<file path="config.mk">
export PLATFORM = sky130hd
export DESIGN_NAME = comp_reg_tracker_flat
export DESIGN_NICKNAME = d
export VERILOG_FILES = /design/src/rtl/comp_reg_tracker_if.sv /design/src/rtl/comp_reg_tracker.sv /design/src/flat_wrapper.sv
export SDC_FILE = /design/constraint.sdc
export NUM_CORES = 1
export LEC_CHECK = 0
export ABC_AREA = 1
export ABC_CLOCK_PERIOD_IN_PS = 3200
export CAP_MARGIN = 20
export CORE_ASPECT_RATIO = 0.8
export CORE_UTILIZATION = 52
export CTS_CLUSTER_DIAMETER = 60
export DETAILED_ROUTE_END_ITERATION = 8
export PLACE_DENSITY = 0.87
export SLEW_MARGIN = 20
export SYNTH_ARGS = -nofsm -noshare
export SYNTH_HDL_FRONTEND = slang
export SYNTH_SLANG_ARGS = --single-unit
export TNS_END_PERCENT = 5
</file>
<file path="constraint.sdc">
create_clock -name clk -period 3.2 [get_ports clk]
set_clock_uncertainty 0.05 [all_clocks]
set_input_delay 0.32 -clock clk [delete_from_list [all_inputs] [get_ports clk]]
set_output_delay 0.32 -clock clk [all_outputs]
set_load 0.01 [all_outputs]
</file>
<file path="src/rtl/comp_reg_tracker_if.sv">
// rtl/comp_reg_tracker_if.sv - sample/result bundle between a sample source and comp_reg_tracker
interface comp_reg_tracker_if #(
  parameter int DATA_WIDTH = 8,
  parameter int CNT_WIDTH  = 8
);
  logic                  in_valid;
  logic [DATA_WIDTH-1:0] din_a;
  logic [DATA_WIDTH-1:0] din_b;
  logic                  clear;
  logic                  out_valid;
  logic                  comp_equal;
  logic                  comp_greater;
  logic                  comp_less;
  logic                  change_flag;
  logic [CNT_WIDTH-1:0]  eq_count;
  logic [CNT_WIDTH-1:0]  gt_count;

  modport master (
    output in_valid, din_a, din_b, clear,
    input  out_valid, comp_equal, comp_greater, comp_less, change_flag, eq_count, gt_count
  );

  modport slave (
    input  in_valid, din_a, din_b, clear,
    output out_valid, comp_equal, comp_greater, comp_less, change_flag, eq_count, gt_count
  );
endinterface

</file>
<file path="src/rtl/comp_reg_tracker.sv">
// rtl/comp_reg_tracker.sv - registered parametrised magnitude comparator with hold, saturating counters and change flag
module comp_reg_tracker #(
  parameter int DATA_WIDTH  = 8,
  parameter int SIGNED_MODE = 0,
  parameter int CNT_WIDTH   = 8
) (
  input  logic              clk,
  input  logic              rst_n,
  comp_reg_tracker_if.slave bus
);
  localparam logic [1:0] RES_EQ = 2'd0;
  localparam logic [1:0] RES_GT = 2'd1;
  localparam logic [1:0] RES_LT = 2'd2;

  logic                 out_valid_q;
  logic                 comp_equal_q;
  logic                 comp_greater_q;
  logic                 comp_less_q;
  logic                 change_flag_q;
  logic                 history_valid;
  logic [1:0]           prev_result;
  logic [1:0]           cur_result;
  logic                 is_eq;
  logic                 is_gt;
  logic [CNT_WIDTH-1:0] eq_count_q;
  logic [CNT_WIDTH-1:0] gt_count_q;
  logic [CNT_WIDTH-1:0] eq_base;
  logic [CNT_WIDTH-1:0] gt_base;

  always_comb begin
    is_eq = (bus.din_a == bus.din_b);
    if (SIGNED_MODE != 0) begin
      is_gt = ($signed(bus.din_a) > $signed(bus.din_b));
    end else begin
      is_gt = (bus.din_a > bus.din_b);
    end
    cur_result = is_eq ? RES_EQ : (is_gt ? RES_GT : RES_LT);
    // clear acts first, so a same-cycle sample counts from zero
    eq_base = bus.clear ? '0 : eq_count_q;
    gt_base = bus.clear ? '0 : gt_count_q;
  end

  always_ff @(posedge clk or negedge rst_n) begin
    if (!rst_n) begin
      out_valid_q    <= 1'b0;
      comp_equal_q   <= 1'b0;
      comp_greater_q <= 1'b0;
      comp_less_q    <= 1'b0;
      change_flag_q  <= 1'b0;
      history_valid  <= 1'b0;
      prev_result    <= RES_EQ;
      eq_count_q     <= '0;
      gt_count_q     <= '0;
    end else begin
      out_valid_q   <= bus.in_valid;
      change_flag_q <= bus.in_valid && history_valid && !bus.clear && (cur_result != prev_result);
      if (bus.in_valid) begin
        comp_equal_q   <= (cur_result == RES_EQ);
        comp_greater_q <= (cur_result == RES_GT);
        comp_less_q    <= (cur_result == RES_LT);
        prev_result    <= cur_result;
        history_valid  <= 1'b1;
      end else if (bus.clear) begin
        history_valid  <= 1'b0;
      end
      eq_count_q <= (bus.in_valid && is_eq && (eq_base != '1)) ? eq_base + CNT_WIDTH'(1) : eq_base;
      gt_count_q <= (bus.in_valid && !is_eq && is_gt && (gt_base != '1)) ? gt_base + CNT_WIDTH'(1) : gt_base;
    end
  end

  assign bus.out_valid    = out_valid_q;
  assign bus.comp_equal   = comp_equal_q;
  assign bus.comp_greater = comp_greater_q;
  assign bus.comp_less    = comp_less_q;
  assign bus.change_flag  = change_flag_q;
  assign bus.eq_count     = eq_count_q;
  assign bus.gt_count     = gt_count_q;
endmodule

</file>
<file path="src/flat_wrapper.sv">
// flat-port wrapper written by rule: the top's interface ports become plain ports
module comp_reg_tracker_flat 
#(
  parameter int DATA_WIDTH  = 8,
  parameter int SIGNED_MODE = 0,
  parameter int CNT_WIDTH   = 8
)
  (clk, rst_n, bus_in_valid, bus_din_a, bus_din_b, bus_clear, bus_out_valid, bus_comp_equal, bus_comp_greater, bus_comp_less, bus_change_flag, bus_eq_count, bus_gt_count);
  comp_reg_tracker_if #(.DATA_WIDTH(DATA_WIDTH), .CNT_WIDTH(CNT_WIDTH)) bus_i ();
  input  logic clk;
  input  logic rst_n;
  input wire logic [$bits(bus_i.in_valid)-1:0] bus_in_valid;
  input wire logic [$bits(bus_i.din_a)-1:0] bus_din_a;
  input wire logic [$bits(bus_i.din_b)-1:0] bus_din_b;
  input wire logic [$bits(bus_i.clear)-1:0] bus_clear;
  output wire logic [$bits(bus_i.out_valid)-1:0] bus_out_valid;
  output wire logic [$bits(bus_i.comp_equal)-1:0] bus_comp_equal;
  output wire logic [$bits(bus_i.comp_greater)-1:0] bus_comp_greater;
  output wire logic [$bits(bus_i.comp_less)-1:0] bus_comp_less;
  output wire logic [$bits(bus_i.change_flag)-1:0] bus_change_flag;
  output wire logic [$bits(bus_i.eq_count)-1:0] bus_eq_count;
  output wire logic [$bits(bus_i.gt_count)-1:0] bus_gt_count;
  assign bus_i.in_valid = bus_in_valid;
  assign bus_i.din_a = bus_din_a;
  assign bus_i.din_b = bus_din_b;
  assign bus_i.clear = bus_clear;
  assign bus_out_valid = bus_i.out_valid;
  assign bus_comp_equal = bus_i.comp_equal;
  assign bus_comp_greater = bus_i.comp_greater;
  assign bus_comp_less = bus_i.comp_less;
  assign bus_change_flag = bus_i.change_flag;
  assign bus_eq_count = bus_i.eq_count;
  assign bus_gt_count = bus_i.gt_count;
  comp_reg_tracker #(.DATA_WIDTH(DATA_WIDTH), .SIGNED_MODE(SIGNED_MODE), .CNT_WIDTH(CNT_WIDTH)) u_core (.clk(clk), .rst_n(rst_n), .bus(bus_i));
endmodule
</file>
==> summary.txt, run 1 <==
Run status
  • Result of the run: complete, but fails checks
  • Failing checks: negative hold slack

Clock network
  • CTS H-Tree Depth: 1
  • Clock tree from TritonCTS: yes
  • Number of cells upsized or downsized after cts: 0
  • CTS max path bufs: 2
  • Clock tree sinks: 23
  • Root buffer cell: sky130_fd_sc_hd__clkbuf_8
  • Total setup buffers inserted after CTS: 0
  • Clock latency on the worst-skew pair: 0.26 ns
  • Clock-pin slew on the worst setup and hold paths: 0.08 ns
  • Count of hold buffers inserted by post-cts repair: 0
  • Number of buffers created by CTS: 3

Logic synthesis
  • Synth Register Bits: 23
  • Number of enable-type register cells in the synthesized netlist: 0
  • Sequential cell area fraction in the yosys report: 37.4%
  • Share of Yosys cell area claimed by the top area cell type: 37.4%
  • Count of warnings emitted by yosys: 0
  • Share of synthesized flip-flops with an asynchronous set or reset: 100%
  • Cell area after synthesis: 1540 sq um
  • Area contributors post-synth: sky130_fd_sc_hd__dfrtp_1, sky130_fd_sc_hd__nand2_1, sky130_fd_sc_hd__ha_1
  • Number of library cell types mapped by synthesis: 29
  • Number of nets in the synthesized netlist: 228
  • Most instantiated flip-flop cell in the synthesis netlist: sky130_fd_sc_hd__dfrtp_1
  • Most area-hungry cell type in the Yosys netlist: sky130_fd_sc_hd__dfrtp_1
  • Mean area per synthesized cell: 7.78 sq um
  • Cell count after synthesis: 198

Die
  • Ports placed on the boundary: 41
  • Full die area: 3180 sq um
  • Vertical die dimension: 50.7 microns
  • Core Footprint: 2790 sq um
  • Core Rows: 17
  • Die X-Extent: 62.8 microns
  • Starting density of the core: 55.3%

Place
  • Global placer's final weighted congestion: 0.860
  • Dpl cell area: 1960 sq um
  • Post-detailed-placement half-perimeter wirelength: 2.44 mm
  • Number of placed instances with taps included: 274
  • Number of buffer cells added on primary ports: 40

Routing
  • Sum of routed wire length over all layers: 3.12 mm
  • Via count: 1,355
  • Final antenna-violating net count: 0
  • Count of TritonRoute iterations in the first routing pass: 4
  • Initial DRC Count: 53
  • Residual DRC count: 0
  • Post-DR vias/cell: 4.87
  • Routed length per instance: 11.2 microns

Finish
  • Storage cell area: 576 sq um
  • Area of the multi-input gates: 798 sq um
  • Final core utilization: 71.7%
  • Number of antenna diodes: 0
  • Share of post-route cells with drive strength above 1: 9.58%
  • Post-route standard cell area excluding fillers: 2000 sq um
  • Final #Nets: 271
  • Number of fillers in the final layout: 217
  • Cell Count, Final, Fillers Out: 278
  • Area growth from synthesis to layout: 29.7%

Power and ir drop
  • Power per cell area: 301 nW/um^2
  • Maximum vdd drop: 0.305 mV
  • Lkg Pwr: 1.04 nW

Timing
  • Sum of negative setup slack: 0 ns
  • Fmax: 463 MHz
  • Final critical delay including setup and external delays: 2.16 ns
  • Tcrit/Tclk final: 67.5%
  • Worst-case headroom to the max-slew limit: 66.4%
  • Max Slew Vio Count: 0
  • Count of final hold-check violations: 23
  • Hold_ws: -0.0393 ns
  • Unrepaired setup endpoints after global routing: false
  • Total setup violations reported at the end of the flow: 0
  • Transition time of the tightest slew-check pin: 0.504 ns

Global routing
  • Via count of the first global-routing pass: 1,350
  • Number of antenna violations at the first check in global routing: 0
  • First-pass GRT wire length: 5.66 mm
  • Remaining global-route overflow: 0
  • GRT Overall Usage: 22.6%
  • Maximum number of pins on one net before global-route repair: 24

Critical path
  • Delay of the slowest cell on the worst path: 0.63 ns
  • Data arrival time of the worst path: 2.26 ns
  • Library cell appearing most often on the critical path: sky130_fd_sc_hd__nor2_1
  • Category of the worst setup path capture point: register
  • Buffers and inverters on the worst path: 1
  • Setup CP Type: in -> reg
  • Sort of element at the start of the critical path: input pin
  • Cell class contributing the biggest share of worst-path delay: simple AND/OR/NAND/NOR gates
  • Required time at the worst-slack endpoint: 3.30 ns
  • Standard cell with the maximum stage delay on the critical path: sky130_fd_sc_hd__clkdlybuf4s50_1
  • Ordered list of cells on the worst path: clkdlybuf4s50_1 > nor2_1 > ha_1 > nand3_1 > nor3_4 > nand3_2 > nand2_2 > nor2_1 > xor2_1
  • Largest fanout on the critical path: 9

Flow run
  • Maxcap violations: 0

Min path
  • Worst min-delay path category: in -> async
## path summary, 6_finish.rpt
kind                            cells after the start                    from  slack (ns)                endpoint
worst min-delay path                                1                   rst_n       -0.04  u_core.bus.eq_count[7]
max in group asynchronous                           1                   rst_n        2.79  u_core.bus.eq_count[4]
worst max-delay path                                9               bus_clear        1.04  u_core.bus.eq_count[2]
worst min register to register                      2    u_core.history_valid        0.43    u_core.history_valid
min in group clk                                    2    u_core.history_valid        0.43    u_core.history_valid
worst max register to register                     10  u_core.bus.gt_count[0]        1.41  u_core.bus.gt_count[4]
## cells in the mapped netlist, types with 2 or more instances
cell type                  instances
sky130_fd_sc_hd__xor2_1            8
sky130_fd_sc_hd__nor3_1            2
sky130_fd_sc_hd__nor3_2            2
sky130_fd_sc_hd__a21oi_1           5
sky130_fd_sc_hd__nand2_4           3
sky130_fd_sc_hd__nand3b_1          2
sky130_fd_sc_hd__nand2_1          54
sky130_fd_sc_hd__o21ai_1           2
sky130_fd_sc_hd__nand3_1          14
sky130_fd_sc_hd__o21ai_0           3
sky130_fd_sc_hd__dfrtp_1          23
sky130_fd_sc_hd__ha_1             10
sky130_fd_sc_hd__inv_1            31
sky130_fd_sc_hd__nand2_2           6
sky130_fd_sc_hd__nand4_1           2
sky130_fd_sc_hd__nor2_1           18
## area by class of cell
| cell class | count | area share (%) |
|---|---|---|
| Tap cell | 38 | 2.38 |
| Timing Repair Buffer | 40 | 19.8 |
| Multi-Input combinational cell | 139 | 40.0 |
| Sequential cell | 23 | 28.8 |
| Inverter | 34 | 6.77 |
| Clock buffer | 4 | 2.26 |
## kinds of logic after synthesis
group                      Yosys count  share of synthesized area [%]
AOI/OAI and AO/OA                   11                           3.74
DFF                                 23                           37.4
and+or+nand+nor                    109                           34.8
adders and majority gates           10                           8.12
xor gates and xnor gates             9                           5.12
buffers and inverters               36                           10.8
## flip-flops by register name, summed over array words and instances, names as in the netlist
name / cells
u_core.history_valid: 1
u_core.bus.change_flag: 1
u_core.bus.comp_greater: 1
u_core.bus.comp_equal: 1
u_core.prev_result: 2
u_core.bus.gt_count: 8
u_core.bus.out_valid: 1
u_core.bus.eq_count: 8
## metrics by stage
step                      total power, mW  setup WS, ns
after floorplan                     0.375          1.55
after global placement              0.426         0.816
after detailed placement            0.428         0.763
after CTS                           0.606          1.03
after global routing                0.635         0.866
final                               0.602          1.04
## placed cells by master, fill, tap and decap left out, types with 5 or more instances in the layout
cell                              count
sky130_fd_sc_hd__inv_1               31
sky130_fd_sc_hd__nand2_1             54
sky130_fd_sc_hd__dfrtp_1             23
sky130_fd_sc_hd__nand3_1             14
sky130_fd_sc_hd__clkdlybuf4s50_1     39
sky130_fd_sc_hd__a21oi_1              5
sky130_fd_sc_hd__ha_1                10
sky130_fd_sc_hd__xor2_1               8
sky130_fd_sc_hd__nor2_1              18
sky130_fd_sc_hd__nand2_2              6
## routing by layer
layer	up-vias	track usage (%)	share of wire, %
met3	4	5.00	3.9
met1	619	30.0	49
met4	0	4.26	0.45
met2	26	38.2	46
li1	706	-	-
met5	-	0	0
## power by group
group | total [mW] | leakage [nW] | switching (mW) | internal [mW]
clock | 0.180 | 0.0228 | 0.0914 | 0.0889
combinational | 0.114 | 0.711 | 0.0592 | 0.0551
sequential | 0.307 | 0.309 | 0.00611 | 0.301
## worst register-to-register path: cells and delay by family (launching register included)
family | cells | cell delay (ns)
fa+ha+maj | 1 | 0.18
buf+inv | 2 | 0.13
flops | 1 | 0.37
simple gates | 7 | 1.01
(Power assumes the default switching activity.)
==> inputs of run 2 (changes only) <==
--- a/config.mk
+++ b/config.mk
@@ -6,13 +6,13 @@
 export NUM_CORES = 1
 export LEC_CHECK = 0
 export ABC_AREA = 1
-export ABC_CLOCK_PERIOD_IN_PS = 3200
+export ABC_CLOCK_PERIOD_IN_PS = 1910
 export CAP_MARGIN = 20
 export CORE_ASPECT_RATIO = 0.8
-export CORE_UTILIZATION = 52
+export CORE_UTILIZATION = 44
 export CTS_CLUSTER_DIAMETER = 60
 export DETAILED_ROUTE_END_ITERATION = 8
-export PLACE_DENSITY = 0.87
+export PLACE_DENSITY = 0.79
 export SLEW_MARGIN = 20
 export SYNTH_ARGS = -nofsm -noshare
 export SYNTH_HDL_FRONTEND = slang
==> constraint.sdc (replaced) <==
create_clock -name clk -period 1.91 [get_ports clk]
set_clock_uncertainty 0.05 [all_clocks]
set_input_delay 0.191 -clock clk [delete_from_list [all_inputs] [get_ports clk]]
set_output_delay 0.191 -clock clk [all_outputs]
set_load 0.01 [all_outputs]
==> summary.txt, run 2 (same netlist as run 1, synthesis figures left out) <==
Routing
  • Final antenna-violating net count: 0 (unchanged)
  • Sum of routed wire length over all layers: 3.36 mm (+8.0%)
  • Initial DRC Count: 48 (-9.4%)
  • Via count: 1,428 (+5.4%)
  • Count of TritonRoute iterations in the first routing pass: 4 (unchanged)
  • Post-DR vias/cell: 4.73 (-3.0%)
  • Routed length per instance: 11.1 microns (-0.62%)
  • Residual DRC count: 0 (unchanged)

Timing
  • Worst-case headroom to the max-slew limit: 74.0% (+7.6 points)
  • Total setup violations reported at the end of the flow: 0 (unchanged)
  • Count of final hold-check violations: 0 (-100%)
  • Unrepaired setup endpoints after global routing: false
  • Fmax: 567 MHz
  • Tcrit/Tclk final: 92.3%
  • Sum of negative setup slack: 0 ns (unchanged)
  • Final critical delay including setup and external delays: 1.76 ns
  • Max Slew Vio Count: 0 (unchanged)
  • Transition time of the tightest slew-check pin: 0.388 ns (-0.117 ns)

Clock network
  • CTS max path bufs: 2 (unchanged)
  • Number of buffers created by CTS: 3 (unchanged)
  • Root buffer cell: sky130_fd_sc_hd__clkbuf_8
  • CTS H-Tree Depth: 1 (unchanged)
  • Clock latency on the worst-skew pair: 0.28 ns (+0.02 ns)
  • Clock tree sinks: 23 (unchanged)
  • Clock tree from TritonCTS: yes
  • Clock-pin slew on the worst setup and hold paths: 0.09 ns (about the same)
  • Total setup buffers inserted after CTS: 0 (unchanged)
  • Count of hold buffers inserted by post-cts repair: 0 (unchanged)

Power and ir drop
  • Overall power after layout: 1.06 mW (+77%)
  • Power per cell area: 486 nW/um^2 (+61%)
  • Lkg Pwr: 1.15 nW (+10%)
  • Maximum vdd drop: 0.466 mV (+53%)

Global routing
  • Remaining global-route overflow: 0 (unchanged)
  • GRT Overall Usage: 21.2% (-1.4 points)
  • Maximum number of pins on one net before global-route repair: 24 (unchanged)
  • First-pass GRT wire length: 5.80 mm (+2.5%)
  • Via count of the first global-routing pass: 1,388 (+2.8%)
  • Number of antenna violations at the first check in global routing: 0 (unchanged)

Critical path
  • Library cell appearing most often on the critical path: sky130_fd_sc_hd__nand2_1
  • Required time at the worst-slack endpoint: 2.08 ns (-1.22 ns)
  • Sort of element at the start of the critical path: input pin
  • Ordered list of cells on the worst path: clkdlybuf4s50_1 > inv_1 > ha_1 > nand2_1 > inv_2 > nand2_1 > nand2_1 > nand2_1 > nand2_1 > nand2_2 > nor2_4 > buf_12 > nand3_1 > nand2_1
  • Data arrival time of the worst path: 1.94 ns (-0.32 ns)
  • Delay of the slowest cell on the worst path: 0.45 ns (-0.18 ns)
  • Setup CP Type: in -> reg
  • Standard cell with the maximum stage delay on the critical path: sky130_fd_sc_hd__clkdlybuf4s50_1
  • Category of the worst setup path capture point: register
  • Largest fanout on the critical path: 7 (-2)

Min path
  • Worst min-delay path category: in -> async

Finish
  • Final core utilization: 68.5% (-3.2 points)
  • Share of post-route cells with drive strength above 1: 18.3% (+8.7 points)
  • Top library cells by usage in the layout, fill and taps aside: sky130_fd_sc_hd__nand2_1, sky130_fd_sc_hd__clkdlybuf4s50_1, sky130_fd_sc_hd__inv_1, sky130_fd_sc_hd__dfrtp_1, sky130_fd_sc_hd__buf_4
  • Area growth from synthesis to layout: 42.2%
  • Number of fillers in the final layout: 271 (+25%)
  • Post-route standard cell area excluding fillers: 2190 sq um (+9.7%)
  • Number of antenna diodes: 0 (unchanged)
  • Final #Nets: 293 (+8.1%)
  • Most common cell after layout, fill and taps aside: sky130_fd_sc_hd__nand2_1

Die
  • Ports placed on the boundary: 41 (unchanged)
  • Full die area: 3740 sq um (+18%)
  • Die X-Extent: 68.2 microns (+8.4%)
  • Starting density of the core: 48.2% (-7.1 points)
  • Vertical die dimension: 54.9 microns (+8.4%)
  • Core Rows: 18 (+1)
  • Core Footprint: 3200 sq um (+15%)

Place
  • Number of buffer cells added on primary ports: 40 (unchanged)
  • Global placer's final weighted congestion: 0.847 (-1.5%)
  • Dpl cell area: 2140 sq um (+9.2%)
  • Post-detailed-placement half-perimeter wirelength: 2.65 mm (+8.6%)

Run status
  • Result of the run: finished clean

Flow run
  • Maxcap violations: 0 (unchanged)
## run 2: changes by cell type in the layout (fill, tap and decap cells not counted), sizes merged
cell	delta
clkdlybuf4s50	+1
buf	+21
clkbuf	-1
clkinvlp	+1
## run 2: cell type report
type                            instances  area (sq um)  share of cell area, %
Clock buffer                            3          41.3                   1.88
Clock inverter                          1          7.51                  0.343
Inverter                               34           135                   6.17
Multi-Input combinational cell        139           803                   36.7
Sequential cell                        23           576                   26.3
Tap cell                               40          50.0                   2.28
Timing Repair Buffer                   62           578                   26.4
## run 2: path summary, 6_finish.rpt
kind / end / from / cells after the start / slack, ns
setup reg to reg: u_core.bus.gt_count[6] / u_core.bus.gt_count[0] / 10 / 0.28
hold reg to reg: u_core.history_valid / u_core.history_valid / 2 / 0.42
hold / removal: u_core.bus.change_flag / rst_n / 2 / 0.21
max in group asynchronous: u_core.bus.eq_count[4] / rst_n / 2 / 1.36
min in group clk: u_core.bus.out_valid / bus_in_valid / 1 / 0.39
setup / recovery: u_core.bus.gt_count[7] / bus_din_b[3] / 14 / 0.15
## run 2: stage by stage
step                      setup WS (ns)  cells  hold slack, ns
after global routing            0.00453    302           0.252
final                             0.148    302           0.214
after floorplan                   0.282    198          -0.155
after detailed placement         -0.165    298           0.409
after global placement           -0.112    298           0.404
after CTS                         0.139    302           0.218
## run 2: per-layer routing
metal	vias to the layer above	wire length [microns]	global-route usage (%)
met5	-	0	0
met4	0	23	6.60
met3	4	147	4.92
met2	32	1560	37.4
met1	650	1630	25.8
li1	742	-	-
## run 2: critical path: cells and delay by family
kind / cells / cell delay, ns
buf+inv: 4 / 0.70
fa+ha+maj: 1 / 0.29
simple gates: 9 / 0.76
## run 2: report_power, final
part	leakage [nW]	switching, mW	total, mW	internal (mW)
clock network	0.0217	0.176	0.324	0.148
registers	0.309	0.0107	0.515	0.504
logic	0.819	0.108	0.225	0.117
## run 2: repair_timing
action,in CTS,in global routing
setup endpoints to repair,0,8
hold endpoints to repair,0,0
resized for setup,0,3
==> inputs of run 3 (changes only) <==
--- a/config.mk
+++ b/config.mk
@@ -7,11 +7,11 @@
 export LEC_CHECK = 0
 export ABC_AREA = 1
 export ABC_CLOCK_PERIOD_IN_PS = 1910
-export CAP_MARGIN = 20
+export CAP_MARGIN = 15
 export CORE_ASPECT_RATIO = 0.8
 export CORE_UTILIZATION = 44
-export CTS_CLUSTER_DIAMETER = 60
 export DETAILED_ROUTE_END_ITERATION = 8
+export HOLD_SLACK_MARGIN = 0.12
 export PLACE_DENSITY = 0.79
 export SLEW_MARGIN = 20
 export SYNTH_ARGS = -nofsm -noshare
==> results of run 3 <==
Same layout as run 2: the final DEF is identical, and so are final timing and power.
